**config.mk**
```make
export PLATFORM = sky130hd
export DESIGN_NAME = ex_wb_stage
export DESIGN_NICKNAME = d
export VERILOG_FILES = /design/src/rtl/ex_wb_stage.sv
export SDC_FILE = /design/constraint.sdc
export NUM_CORES = 1
export LEC_CHECK = 0
export CORE_AREA = 2 2 69 71
export CTS_CLUSTER_DIAMETER = 60
export DETAILED_ROUTE_END_ITERATION = 8
export DIE_AREA = 0 0 71 73
export MAX_ROUTING_LAYER = met4
export PLACE_DENSITY = 0.89
export REMOVE_ABC_BUFFERS = 1
export SLEW_MARGIN = 20
export SYNTH_ARGS = -nofsm -noshare
export SYNTH_HDL_FRONTEND = slang
export SYNTH_SLANG_ARGS = --single-unit
export TNS_END_PERCENT = 50
```
**constraint.sdc**
```tcl
create_clock -name Clk -period 6.8 [get_ports Clk]
set_input_delay 0.68 -clock Clk [delete_from_list [all_inputs] [get_ports Clk]]
set_output_delay 0.68 -clock Clk [all_outputs]
set_load 0.005 [all_outputs]
```
**src/rtl/ex_wb_stage.sv**
```systemverilog
// ex_wb_stage: execute stage plus EX/WB pipeline register of the 4-stage
// 8-bit pipeline (IF, ID, EX, WB).
//
// Inputs:
//   Clk, Reset            : clock, synchronous active-high reset
//   Data1_ID_EX           : Rs1 register-file value (operand A source)
//   Data2_ID_EX           : Rd register-file value (two-address operand B)
//   extended_ID_EX        : sign-extended immediate / jump target
//   Rd_ID_EX, Rs1_ID_EX   : destination / source register indices
//   RegWrite_ID_EX, ALUctrl_ID_EX (0 ADD, 1 MOV), ALUsrc_ID_EX (1 = imm),
//   jump_ID_EX            : decoded controls
// Outputs:
//   Result_EX_WB, Rd_EX_WB, RegWrite_EX_WB : registered write-back bundle
//   pc_load, pc_target, flush_IF_ID        : combinational jump redirect
//   zero_flag, carry_flag                  : registered ALU flags
//   retired_count                          : count of non-squashed instructions
module ex_wb_stage (
  input  logic        Clk,
  input  logic        Reset,
  input  logic [7:0]  Data1_ID_EX,
  input  logic [7:0]  Data2_ID_EX,
  input  logic [7:0]  extended_ID_EX,
  input  logic [2:0]  Rd_ID_EX,
  input  logic [2:0]  Rs1_ID_EX,
  input  logic        RegWrite_ID_EX,
  input  logic        ALUctrl_ID_EX,
  input  logic        ALUsrc_ID_EX,
  input  logic        jump_ID_EX,
  output logic [7:0]  Result_EX_WB,
  output logic [2:0]  Rd_EX_WB,
  output logic        RegWrite_EX_WB,
  output logic        pc_load,
  output logic [7:0]  pc_target,
  output logic        flush_IF_ID,
  output logic        zero_flag,
  output logic        carry_flag,
  output logic [15:0] retired_count
);

  // Number of wrong-path instructions still to be squashed after a jump.
  logic [1:0] squash_cnt;
  logic       valid;
  logic       take_jump;
  logic [7:0] op_a;
  logic [7:0] op_b;
  logic [8:0] sum;
  logic [7:0] alu_r;
  logic       alu_c;

  always_comb begin
    valid     = (squash_cnt == 2'd0);
    take_jump = valid && jump_ID_EX;

    // Distance-1 forwarding from the instruction currently in WB; squashed
    // and jump instructions never have RegWrite_EX_WB set, so never forward.
    op_a = (RegWrite_EX_WB && (Rd_EX_WB == Rs1_ID_EX)) ? Result_EX_WB : Data1_ID_EX;
    if (ALUsrc_ID_EX)
      op_b = extended_ID_EX;
    else if (RegWrite_EX_WB && (Rd_EX_WB == Rd_ID_EX))
      op_b = Result_EX_WB;
    else
      op_b = Data2_ID_EX;

    sum = {1'b0, op_a} + {1'b0, op_b};
    if (ALUctrl_ID_EX) begin
      alu_r = op_b;
      alu_c = 1'b0;
    end else begin
      alu_r = sum[7:0];
      alu_c = sum[8];
    end

    pc_load     = take_jump && !Reset;
    pc_target   = extended_ID_EX;
    flush_IF_ID = pc_load;
  end

  always_ff @(posedge Clk) begin
    if (Reset) begin
      Result_EX_WB   <= '0;
      Rd_EX_WB       <= '0;
      RegWrite_EX_WB <= 1'b0;
      zero_flag      <= 1'b0;
      carry_flag     <= 1'b0;
      retired_count  <= '0;
      squash_cnt     <= '0;
    end else begin
      // Squashed instructions still move through EX/WB, just without a write.
      Result_EX_WB   <= alu_r;
      Rd_EX_WB       <= Rd_ID_EX;
      RegWrite_EX_WB <= valid && !jump_ID_EX && RegWrite_ID_EX;

      if (valid && !jump_ID_EX) begin
        zero_flag  <= (alu_r == 8'd0);
        carry_flag <= alu_c;
      end

      if (valid)
        retired_count <= retired_count + 16'd1;

      if (take_jump)
        squash_cnt <= 2'd2;
      else if (squash_cnt != 2'd0)
        squash_cnt <= squash_cnt - 2'd1;
    end
  end

endmodule

```
* Word level (Yosys, flattened, before mapping)
Index checks and enable logic that the tools add are counted.
** Storage, ports and cells
- Register bits after elaboration :: 32
- Bits of input ports :: 36
- Output and inout port bits :: 40
- Word-level logic and storage cells :: 33
** Operators by class
- Add/subtract/negate cells :: 3
- Reductions and logical operators :: 13
- Mux-type cells :: 7
- Eq/ne operators :: 2
** Operators by type and width (count)
- $mux W8 :: 4
- $add A16 B1 Y16 const B :: 1
- $add A8 B8 Y9 :: 1
- $logic_not A8 Y1 :: 1
- $eq A3 B3 Y1 :: 2
- $logic_and A1 B1 Y1 :: 6
- $mux W2 :: 2
- $reduce_bool A2 Y1 :: 2
- $logic_not A1 Y1 :: 2
- $logic_not A2 Y1 :: 1
- $reduce_or A2 Y1 :: 1
- $sub A2 B1 Y2 const B :: 1
- $mux W1 :: 1

* Depth between registers and ports, before layout
Gate-level depths: netlist (run 1).
- Word-level depth :: 7
- Depth in mapped cells :: 13
- Mapped depth without buffers :: 12

* Worst setup path before layout (run 1)
OpenSTA, ideal clock, no wires.
- Kind :: input to register
- Start point :: in Rd_ID_EX[2]
- End point :: reg zero_flag
- Arrival time :: 3.600 ns
- Setup slack :: 3.081 ns
- Required time :: 6.681 ns
- Path buffers :: 1
- Stages :: 13
- Setup time :: 0.119 ns
- Path through :: xor2_1 > or4_4 > buf_6 > mux2i_1 > a21boi_0 > ha_1 > fa_1 > a211o_1 > a211o_1 > a221oi_1 > a31oi_1 > o2111ai_1 > o31ai_2
** On the way
- Longest elaborated chain between the ends :: 7
** Ends and longest elaborated chain
- start: declaration :: line 23 : input logic [2:0] Rd_ID_EX,
- $eq A3 B3 Y1 * :: line 59 : else if (RegWrite_EX_WB && (Rd_EX_WB == Rd_ID_EX))
- $logic_and A1 B1 Y1 * :: line 59
- $mux W8 * :: line 59
- $mux W8 * :: line 57 : if (ALUsrc_ID_EX)
- $add A8 B8 Y9 :: line 64 : sum = {1'b0, op_a} + {1'b0, op_b};
- $mux W8 * :: line 65 : if (ALUctrl_ID_EX) begin
- $logic_not A8 Y1 * :: line 94 : zero_flag <= (alu_r == 8'd0);
- end signal: assignment :: line 94
- end: declaration :: line 35 : output logic zero_flag,
Mark *: on every way between the ends. The rest lies on a longest branch, timed or not.
A chain may end at the register's enable or synchronous reset.

* Worst setup path in the final report (run 1)
Ends and elaborated chain as after synthesis.

==> results of run 1 <==
==> routing by layer <==
layer | track usage, % | wire, um | up-vias
met5 | - | 0 | -
met4 | 5.03 | 57 | 0
met3 | 4.56 | 348 | 6
met2 | 34.2 | 2330 | 74
met1 | 26.9 | 2390 | 935
li1 | - | - | 1020
==> layout by cell type, fill, tap and decap left out, types with 2 or more instances in the layout <==
cell | synthesis | routed
xor2_1 | 13 | 13
a211oi_1 | 3 | 3
nand4_1 | 5 | 5
and3_1 | 2 | 2
mux2i_1 | 9 | 9
a21oi_1 | 10 | 10
o311a_1 | 2 | 2
dfxtp_1 | 32 | 32
nand2_1 | 18 | 18
xnor2_1 | 8 | 8
clkinv_2 | 0 | 2
ha_1 | 9 | 9
nor4_1 | 2 | 2
a22oi_1 | 2 | 2
clkdlybuf4s50_1 | 0 | 75
a2111oi_0 | 2 | 2
a221oi_1 | 2 | 2
a31oi_1 | 2 | 2
clkbuf_8 | 0 | 5
nand3_1 | 6 | 6
o21bai_1 | 2 | 2
o21ai_0 | 11 | 11
o21a_1 | 2 | 2
a21o_1 | 4 | 4
or3_1 | 3 | 3
o41ai_1 | 2 | 2
a211o_1 | 3 | 3
nor3_1 | 7 | 7
nor2b_1 | 6 | 6
mux2_2 | 7 | 7
nor2_1 | 35 | 35
inv_1 | 7 | 7
==> worst max-delay path, stage by stage <==
cell and delay (ns):
clkdlybuf4s50_1 0.43, xor2_1 0.20, or4_4 0.65, mux2i_1 0.15, o21ai_0 0.47, ha_1 0.36
a211oi_1 0.41, o21ai_0 0.22, a21o_1 0.21, a211oi_1 0.27, o2111ai_1 0.18, o31ai_2 0.20
==> Yosys cell counts, types with 2 or more instances <==
library cell and n:
a211oi_1 3, and3_1 2, nand3_1 6, o21a_1 2, inv_1 7, or3_1 3
nand4_1 5, nor2b_1 6, o21ai_0 11, dfxtp_1 32, a22oi_1 2, mux2_2 7
xor2_1 13, a2111oi_0 2, nor3_1 7, nand2_1 18, a21oi_1 10, xnor2_1 8
a31oi_1 2, a211o_1 3, nor4_1 2, buf_4 9, a221oi_1 2, a21o_1 4
o311a_1 2, mux2i_1 9, o41ai_1 2, ha_1 9, nor2_1 35, o21bai_1 2
clkbuf_1 7
==> metrics by stage <==
step	area [um2]	hold WS, ns
3_5_place_dp	2800	0.504
5_1_grt	2880	0.535
2_1_floorplan	1970	0.470
3_3_place_gp	2800	0.491
6_report	2880	0.521
4_1_cts	2880	0.516
==> power by group through the flow <==
stage | clock (mW) | sequential (mW) | combinational, mW
finish | 0.142 | 0.206 | 0.146
global route | 0.154 | 0.208 | 0.161
CTS | 0.145 | 0.206 | 0.146
detailed placement | 0 | 0.210 | 0.144
global placement | 0 | 0.210 | 0.141
floorplan | 0 | 0.210 | 0.0760
==> state kept, by name (all words and copies together), names as in the netlist <==
signal	count
Rd_EX_WB	3
carry_flag	1
RegWrite_EX_WB	1
Result_EX_WB	8
retired_count	16
zero_flag	1
squash_cnt	2
==> final cells by class <==
type,instances,area [um2]
sequential,32,641
multi-input combinational,192,1300
clock inverter,3,18.8
fill,384,1650
inverter,8,30.0
tap,54,67.6
timing repair buffer,76,758
clock buffer,5,68.8
==> cells by family (layout without fill, tap and decap cells) <==
kind of cell	count (synthesis)	after routing	synth area share [%]
AO/OA/AOI/OAI	55	55	18.6
adder cells (fa/ha/maj)	10	10	6.38
XOR/XNOR	21	21	8.84
AND/OR/NAND/NOR	90	90	20.5
flip-flops	32	32	30.8
buffers and inverters	26	92	6.74
multiplexers	16	16	8.12
==> worst paths after layout <==
| kind | startpoint | endpoint | slack [ns] |
|---|---|---|---|
| setup / recovery | Rd_ID_EX[2] | zero_flag | 2.56 |
| hold reg to reg | retired_count[15] | retired_count[15] | 0.52 |
| hold / removal | retired_count[15] | retired_count[15] | 0.52 |
| setup reg to reg | Rd_EX_WB[2] | zero_flag | 3.09 |
==> impl_metrics.ini, run 1 <==
[synthesis]
synth_top_area_share_pct = 30.8
synth_ff_type = dfxtp_1
synth.distinct_cells = 49
ys_seq_area_share_pct = 30.8
avgSynthCellArea_um2 = 8.32
synthCells = 250
async_flop_share_pct = 0
synth_seq_cells = 32
syn_area_um2 = 2080
synth_edf_count = 0
synth_area_leader_cell = dfxtp_1
yosys-top-cells-area = dfxtp_1, nor2_1, xor2_1
yosys_warnings = 0

[clocking]
cts_made_buffers = 5
cts_tree = yes
postCtsHoldBufs = 0
clockRootBuffer = clkbuf_8
cts_sinks = 32
ctsHtreeMaxLevel = 2
clock_latency_ns = 0.27
max-clock-path-buffers = 2
clk_pin_slew_ns = 0.07
cts_resized = 0
post_cts_buffers = 0

[finish]
num-nets-final = 361
fin_util_pct = 63.6
finalNonFillerCells = 370
area_delta_synth_final_pct = 38.6
diodes = 0
final_layout_size_suffix_gt1_share_pct = 6.01

[global_routing]
grt_max_degree = 34
antenna_found_initial = 0
first_global_vias = 1946
grt_use_total_pct = 21.0
globalRouteOverflowTotal = 0
grt_pass1_wl_mm = 8.67

[route]
wire_per_inst_um = 13.8
routed_wl_mm = 5.12
vias_per_cell = 5.50
first_iter_violations = 141
postRouteAntennaNets = 0
firstDrtPassIters = 4
drc_errors = 0
vias = 2035

[floorplan]
core_area_um2 = 4540
start_util_pct = 45.8
ios = 76
fp.dieW_um = 71
row_count = 25
die_h_um = 73
die-area_um2 = 5180

[hold_path]
min_path_type = reg2reg
hold-path-cell-count = 2

[power_and_ir_drop]
combPwrFrac_pct = 29.6
power.density_nw_per_um2 = 172
power_frac_clock_pct = 28.7
switching_share_pct = 30.0
leakagePower_nw = 1.16
p_int_mw = 0.347
power_mw = 0.495
p_sw_mw = 0.148
p_seq_share_pct = 41.7
ir_drop_v = 0.000106

[run_status]
status = finished clean

[sta]
worst_pin_slew_ns = 0.742
min_period_over_period_pct = 62.4
timing.final.max_slew_violations = 0
relSlewSlack_pct = 50.4
timing.setup.tns_ns = 0
skew_ns = 0.00443
rsz0062_at_grt = no
hold_violations = 0
fin_crit_ns = 4.24
layout_setup_ws_ns = 2.56
setup_viol = 0
clock.fmax_ghz = 0.236

[place]
portBuffers = 75
dp.cells = 362
pre_cts_ws_ns = 2.35
post-dp-hpwl_mm = 3.74
place_congestion = 1.05

[setup_path]
reg2reg_depth = 11
critPathKind = in2reg
required_ns = 6.99
start_kind = primary input
cp-end-kind = flip-flop
worstPathArrival_ns = 4.44
worst-path-max-fanout = 9

[run]
maxCapViolCount = 0
(Power assumes the default switching activity.)
==> inputs of run 2 (changes only) <==
- CORE_AREA: 2 2 69 71 -> 2 2 76 78
- DIE_AREA: 0 0 71 73 -> 0 0 78 80
- PLACE_DENSITY: 0.89 -> 0.79
- clock period: 6.8 -> 3.8 ns (I/O delays scaled with it)
==> impl_metrics.ini, run 2 (synthesized netlist as in run 1, its figures left out) <==
[run_status]
status = finished clean

[floorplan]
die_h_um = 80
start_util_pct = 38.5
ios = 76
core_area_um2 = 5410
fp.dieW_um = 78
row_count = 27
die-area_um2 = 6240

[setup_path]
required_ns = 3.98
worstPathArrival_ns = 3.84
cp-end-kind = flip-flop
start_kind = primary input
critPathKind = in2reg
worst-path-max-fanout = 4

[route]
vias = 2081
first_iter_violations = 127
vias_per_cell = 5.11
firstDrtPassIters = 4
routed_wl_mm = 5.83
drc_errors = 0
postRouteAntennaNets = 0
wire_per_inst_um = 14.3

[sta]
hold_violations = 0
min_period_over_period_pct = 96.2
rsz0062_at_grt = no
timing.final.max_slew_violations = 0
fin_crit_ns = 3.66
clock.fmax_ghz = 0.274
relSlewSlack_pct = 62.8
worst_pin_slew_ns = 0.556
setup_viol = 0
skew_ns = 0.00731
hold_ws_ns = 0.519

[power_and_ir_drop]
power_mw = 0.991
power.density_nw_per_um2 = 322
leakagePower_nw = 1.26
ir_drop_v = 0.000161

[finish]
register_area_um2 = 641
largest_reg_flops = 16
layout_commonest_cell = clkdlybuf4s50_1
area_delta_synth_final_pct = 47.8
final_cell_area_um2 = 3070
largest_register = retired_count
multi_input_area_um2 = 1310
final_layout_size_suffix_gt1_share_pct = 11.3
diodes = 0
final_cell_mix = clkdlybuf4s50_1, nor2_1, dfxtp_1
fillers = 501
num-nets-final = 380
reg_top3 = retired_count x16, Result_EX_WB x8, Rd_EX_WB x3

[global_routing]
antenna_found_initial = 0
grt_max_degree = 33
first_global_vias = 1973
globalRouteOverflowTotal = 0
grt_use_total_pct = 19.5
grt_pass1_wl_mm = 9.42

[place]
place_area_um2 = 2960
post-dp-hpwl_mm = 4.38
portBuffers = 75
place_congestion = 0.916

[clocking]
postCtsHoldBufs = 0
cts_resized = 0
max-clock-path-buffers = 2
cts_tree = yes
clockRootBuffer = clkbuf_8
clk_pin_slew_ns = 0.08
post_cts_buffers = 0
cts_sinks = 32
ctsHtreeMaxLevel = 2
cts_made_buffers = 5
clock_latency_ns = 0.29

[run]
maxCapViolCount = 0

[hold_path]
min_path_type = reg2reg
## run 2: worst paths after layout
| path | cells after the start | to | slack [ns] | from |
|---|---|---|---|---|
| max | 13 | zero_flag | 0.14 | Rd_ID_EX[2] |
| min | 2 | retired_count[15] | 0.52 | retired_count[15] |
| max reg2reg | 12 | zero_flag | 0.37 | Rd_EX_WB[2] |
| min reg2reg | 2 | retired_count[15] | 0.52 | retired_count[15] |
## run 2: worst max-delay path, stage by stage
cell and delay, ns:
clkdlybuf4s50_1 0.44, xor2_1 0.19, or4_4 0.57, mux2i_1 0.16, a21boi_0 0.13, ha_1 0.24, fa_1 0.42, a211o_1 0.29
a211o_1 0.29, a221oi_2 0.29, a31oi_1 0.10, o2111ai_1 0.26, o31ai_2 0.08
## run 2: metal layers
layer	global-route usage, %	vias up	wire (um)
met5	-	-	0
met4	4.39	0	57
met3	3.85	4	350
met2	32.2	66	2750
met1	24.8	952	2670
li1	-	1059	-
## run 2: per-stage QoR
stage          util (%)  setup slack [ns]  instances  setup TNS (ns)
2_1_floorplan         -             0.432        232               0
3_3_place_gp       54.8           -0.0140        399         -0.0140
3_5_place_dp       54.8            -0.132        399          -0.137
4_1_cts            56.8             0.104        407               0
5_1_grt            56.9            0.0156        407               0
6_report           56.9             0.144        407               0
## run 2: area by class of cell
type                    instances  share of cell area (%)
clock buffers                   6                    2.36
well taps                      72                    2.93
clock inverters                 2                    1.14
repair buffers                 95                    29.3
multi-input cells             192                    42.5
inverters                       8                   0.977
flip-flops and latches         32                    20.8
## run 2: where the power goes
part	internal, mW	switching (mW)	total, mW
sequential	0.353	0.0157	0.369
combinational	0.161	0.132	0.293
clock	0.195	0.135	0.330
total	0.709	0.283	0.991
